<file path="config.mk">
export PLATFORM = sky130hd
export DESIGN_NAME = fifo_1r1w_ctrl
export DESIGN_NICKNAME = d
export VERILOG_FILES = /design/src/rtl/fifo_1r1w_ctrl.sv
export SDC_FILE = /design/constraint.sdc
export NUM_CORES = 2
export LEC_CHECK = 0
export CAP_MARGIN = 20
export CORE_UTILIZATION = 50
export CTS_BUF_LIST = sky130_fd_sc_hd__clkbuf_4 sky130_fd_sc_hd__clkbuf_8
export DETAILED_ROUTE_END_ITERATION = 8
export PLACE_DENSITY_LB_ADDON = 0.3
export SLEW_MARGIN = 40
export SYNTH_ARGS = -nofsm -noshare
export SYNTH_HDL_FRONTEND = slang
export SYNTH_SLANG_ARGS = --single-unit
</file>
<file path="constraint.sdc">
create_clock -name clk_i -period 4.2 [get_ports clk_i]
set_clock_uncertainty 0.2 [all_clocks]
set_input_delay 1.26 -clock clk_i [delete_from_list [all_inputs] [get_ports clk_i]]
set_output_delay 1.26 -clock clk_i [all_outputs]
set_load 0.05 [all_outputs]
</file>
<file path="src/rtl/fifo_1r1w_ctrl.sv">
// First-word-fall-through FIFO built around a 1R1W synchronous RAM.
// The head word sits in the RAM output register, so a write reaches valid_o two cycles later.

module ram_1r1w_sync #(
  parameter int unsigned width_p  = 8,
  parameter int unsigned depth_p  = 512,
  parameter int unsigned addr_w_p = $clog2(depth_p)
) (
  input  logic                clk_i,
  input  logic                reset_i,
  input  logic                wr_valid_i,
  input  logic [addr_w_p-1:0] wr_addr_i,
  input  logic [width_p-1:0]  wr_data_i,
  input  logic                rd_valid_i,
  input  logic [addr_w_p-1:0] rd_addr_i,
  output logic [width_p-1:0]  rd_data_o
);

  logic [width_p-1:0] mem_q [depth_p];
  logic [width_p-1:0] rd_data_q;

  always_ff @(posedge clk_i) begin
    if (wr_valid_i) begin
      mem_q[wr_addr_i] <= wr_data_i;
    end
  end

  // Output register only changes on a read, which keeps the FIFO head stable under stall.
  always_ff @(posedge clk_i) begin
    if (reset_i) begin
      rd_data_q <= '0;
    end else if (rd_valid_i) begin
      rd_data_q <= mem_q[rd_addr_i];
    end
  end

  assign rd_data_o = rd_data_q;

endmodule

module fifo_1r1w_ctrl #(
  parameter int unsigned width_p = 8,
  parameter int unsigned depth_p = 512
) (
  input  logic                         clk_i,
  input  logic                         reset_n_i,
  input  logic                         valid_i,
  input  logic [width_p-1:0]           data_i,
  output logic                         ready_o,
  output logic                         valid_o,
  output logic [width_p-1:0]           data_o,
  input  logic                         ready_i,
  output logic [$clog2(depth_p+2)-1:0] count_o,
  output logic                         full_o,
  output logic                         empty_o
);

  localparam int unsigned AW = $clog2(depth_p);
  localparam int unsigned CW = $clog2(depth_p + 1);
  localparam int unsigned OW = $clog2(depth_p + 2);

  localparam logic [AW-1:0] PTR_ONE   = AW'(1);
  localparam logic [CW-1:0] CNT_ONE   = CW'(1);
  localparam logic [CW-1:0] CNT_DEPTH = CW'(depth_p);

  logic [AW-1:0] wr_ptr_q, wr_ptr_d;
  logic [AW-1:0] rd_ptr_q, rd_ptr_d;
  logic [CW-1:0] ram_count_q, ram_count_d;
  logic          head_v_q, head_v_d;

  logic push;
  logic pop;
  logic issue;
  logic ram_full;
  logic ram_empty;

  assign ram_full  = (ram_count_q == CNT_DEPTH);
  assign ram_empty = (ram_count_q == '0);

  assign ready_o = ~ram_full;
  assign valid_o = head_v_q;
  assign push    = valid_i & ready_o;
  assign pop     = head_v_q & ready_i;
  // Only words committed in earlier cycles are counted, so a read never hits the slot being written.
  assign issue   = ~ram_empty & (~head_v_q | ready_i);

  always_comb begin
    wr_ptr_d    = wr_ptr_q;
    rd_ptr_d    = rd_ptr_q;
    ram_count_d = ram_count_q;
    head_v_d    = issue | (head_v_q & ~pop);

    if (push) begin
      wr_ptr_d = wr_ptr_q + PTR_ONE;
    end
    if (issue) begin
      rd_ptr_d = rd_ptr_q + PTR_ONE;
    end

    case ({push, issue})
      2'b10:   ram_count_d = ram_count_q + CNT_ONE;
      2'b01:   ram_count_d = ram_count_q - CNT_ONE;
      default: ram_count_d = ram_count_q;
    endcase
  end

  always_ff @(posedge clk_i or negedge reset_n_i) begin
    if (!reset_n_i) begin
      wr_ptr_q    <= '0;
      rd_ptr_q    <= '0;
      ram_count_q <= '0;
      head_v_q    <= 1'b0;
    end else begin
      wr_ptr_q    <= wr_ptr_d;
      rd_ptr_q    <= rd_ptr_d;
      ram_count_q <= ram_count_d;
      head_v_q    <= head_v_d;
    end
  end

  assign count_o = OW'(ram_count_q) + OW'(head_v_q);
  assign full_o  = ram_full;
  assign empty_o = ram_empty & ~head_v_q;

  ram_1r1w_sync #(
    .width_p (width_p),
    .depth_p (depth_p),
    .addr_w_p(AW)
  ) u_ram (
    .clk_i     (clk_i),
    .reset_i   (~reset_n_i),
    .wr_valid_i(push),
    .wr_addr_i (wr_ptr_q),
    .wr_data_i (data_i),
    .rd_valid_i(issue),
    .rd_addr_i (rd_ptr_q),
    .rd_data_o (data_o)
  );

endmodule
</file>
==> results.tsv <==
metric	value	unit
clk_latency	1240	ps
routabilityCongestion	0.904	
yosysMostFrequentCell	edfxtp_1	
final_cell_area	186000	um2
drc	0	
root_buffer	clkbuf_8	
rsz0062_at_grt	yes	
ys.flop_type	edfxtp_1	
grt.total_usage	27.1	%
peakVddDrop	0.459	mV
timing_worst_setup_path_type	flip-flop to flip-flop	
worstMarginPinSlew	960	ps
nets	8793	
yosysUniqueCellTypes	70	
die_w	568	um
numClockSinks	4133	
violations	setup timing	
finalHoldViolations	0	
worstPathArrival	5120	ps
clkTransAtPathRegs	70	ps
overflow	0	
cts_tree	done	
fin_total_pwr	117000	uW
antenna_found_initial	22	
ys_ff_latch	4133	
wl_per_cell	32.8	um
crit_top_cell	buf_4	
period_minus_slack	4220	ps
power_density	629	nW/um2
synth_top_cell_by_area	edfxtp_1	
syn_inst	7446	
cp_cell_sequence	buf_4 -> buf_12 -> buf_4 -> mux4_2 -> mux4_2 -> a22oi_1 -> a31oi_1 -> a211oi_1 -> buf_4 -> nor3_1	
hpwl	277000	um
ys_seq_area_share	77.3	%
synth_fp_nets	7475	
synth_common_cells	edfxtp_1 (4096), mux4_2 (999), nor2_1 (565)	
p_leak	0.0608	uW
drtPass1Iterations	6	
synth_area	160000	um2
status	complete, but fails checks	
synthTopCellsByArea	edfxtp_1 (77%), mux4_2 (14%), mux2i_1 (1.6%), nor2_1 (1.3%), a22oi_1 (0.66%)	
synth-edff-count	4096	
setup_violations	1	
clockBufferDepth	4	
drt_iter0_markers	11500	
slew_viol_final	0	
worst_slack	-19.3	ps
maxCapViolations	0	
die-area	323000	um2
core_region_area	318000	um2
slew-limit-headroom	36.0	%
grt_pass1_vias	85100	
syn_area_per_cell	21.5	um2
yosysWarningCount	0	
areaGrowthSynthToFinish	16.3	%
min_path_type	primary input to asynchronous set/reset pin	
ios	34	
portBuffers	33	
worst-path-max-fanout	17	
dp_cells	12300	
required	5100	ps
synth-async-reset-ratio	0.702	%
viasPerCell	6.31	
max_freq	237	MHz
worstSetupEndpointType	flip-flop	
timing.final.crit_share	100	%
h-tree-depth	6	
grt_pass1_wl	623000	um
synth_top_area_share	76.7	%
placed_area	173000	um2
die_h	568	um
wl	441000	um
cp-start-kind	flip-flop	
rows	207	
post-place-ws	-124	ps
cp_slowest_cell	mux4_2	
cts_buffers	648	
grt_start_max_net_pins	117	
vias	84900	
slowest_delay	580	ps
ant_nets	0	
start_util	50.4	%
drive_above_1_share	34.6	%
stdcell_count	13500	
per-layer routing:
layer / wire (um) / track usage, % / part of all wire, %
met1: 166000 / 37.6 / 38
met2: 211000 / 42.6 / 48
met3: 46900 / 5.53 / 11
met4: 17700 / 10.5 / 4.0
met5: 105 / 0 / 0.024
path summary, 6_finish.rpt:
kind                                         start                              end  slack (ps)  depth (start not counted)
setup / recovery           rd_ptr_q[0]$_DFFE_PN0P_  u_ram.rd_data_o[0]$_SDFFE_PN0P_         -20                         10
hold / removal                           reset_n_i          rd_ptr_q[4]$_DFFE_PN0P_         240                          2
setup reg to reg           rd_ptr_q[0]$_DFFE_PN0P_  u_ram.rd_data_o[0]$_SDFFE_PN0P_         -20                         10
hold reg to reg            wr_ptr_q[5]$_DFFE_PN0P_          wr_ptr_q[5]$_DFFE_PN0P_         340                          1
max in group asynchronous                reset_n_i          rd_ptr_q[0]$_DFFE_PN0P_        3120                          2
min in group clk_i                       data_i[7]    u_ram.mem_q[192][7]$_DFFE_PP_         280                          1
power by group:
part / total, uW / switching, uW / internal (uW)
Combinational: 37400 / 22000 / 15400
Sequential: 46400 / 672 / 45700
Clock: 33400 / 16100 / 17300
Total: 117000 / 38800 / 78400
cell type report:
| cell class | count | area, um2 |
|---|---|---|
| fill | 22400 | 132000 |
| sequential | 4133 | 124000 |
| multi-input combinational | 2830 | 34100 |
| clock buffer | 860 | 10500 |
| timing repair buffer | 1135 | 10400 |
| tap | 4180 | 5230 |
| clock inverter | 287 | 2100 |
| inverter | 16 | 68.8 |
| antenna | 15 | 37.5 |
critical path, delay by kind of cell (launching register included):
| family | cells | cell delay (ps) |
|---|---|---|
| AOI/OAI and AO/OA | 3 | 1320 |
| buffers and inverters | 4 | 900 |
| DFF | 1 | 490 |
| muxes | 2 | 1120 |
| and+or+nand+nor | 1 | 50 |
state kept, by name, indices dropped and copies added (netlist names):
register,cells
u_ram.rd_data_o,8
wr_ptr_q,9
u_ram.mem_q,4096
valid_o,1
rd_ptr_q,9
ram_count_q,10
cells by family after synthesis:
logic type      share of synthesized area, %
xor+xnor                               0.186
buf+inv                                 1.62
mux                                     15.7
fa+ha+maj                              0.137
compound gates                          2.80
flops                                   77.3
simple gates                            2.29
repair_timing:
item,4_1_cts,5_1_grt
setup buffers,8,8
hold buffers,0,0
gates resized for setup,74,13
gates cloned,0,1
endpoints found under the setup margin,21,7
pin swaps,0,4
metrics by stage:
stage	util, %	hold slack [ps]	setup TNS [ps]
after floorplan	-	293	0
after global placement	54.5	327	-1210
after detailed placement	54.5	324	-466
after CTS	58.5	152	-50.3
after global routing	58.5	174	-121
final	58.6	241	-19.3
cells in the final DEF (no fill, tap or decap), drive strengths merged, types with 9 or more instances in the layout:
master and n:
a2111oi 18, a211o 9, a211oi 31, a21oi 124
a221oi 43, a22o 47, a22oi 140, a31oi 9
and3 12, buf 1118, bufinv 10, clkbuf 861
clkinv 229, dfrtp 29, diode 15, edfxtp 4096
ha 16, inv 60, mux2 9, mux2i 252
mux4 999, nand2 167, nand3 44, nand4 10
nor2 565, nor2b 17, nor3 30, nor4 12
o21ai 51, o221ai 50, o22ai 52, xnor2 24
xor2 10
(Power assumes the default switching activity.)
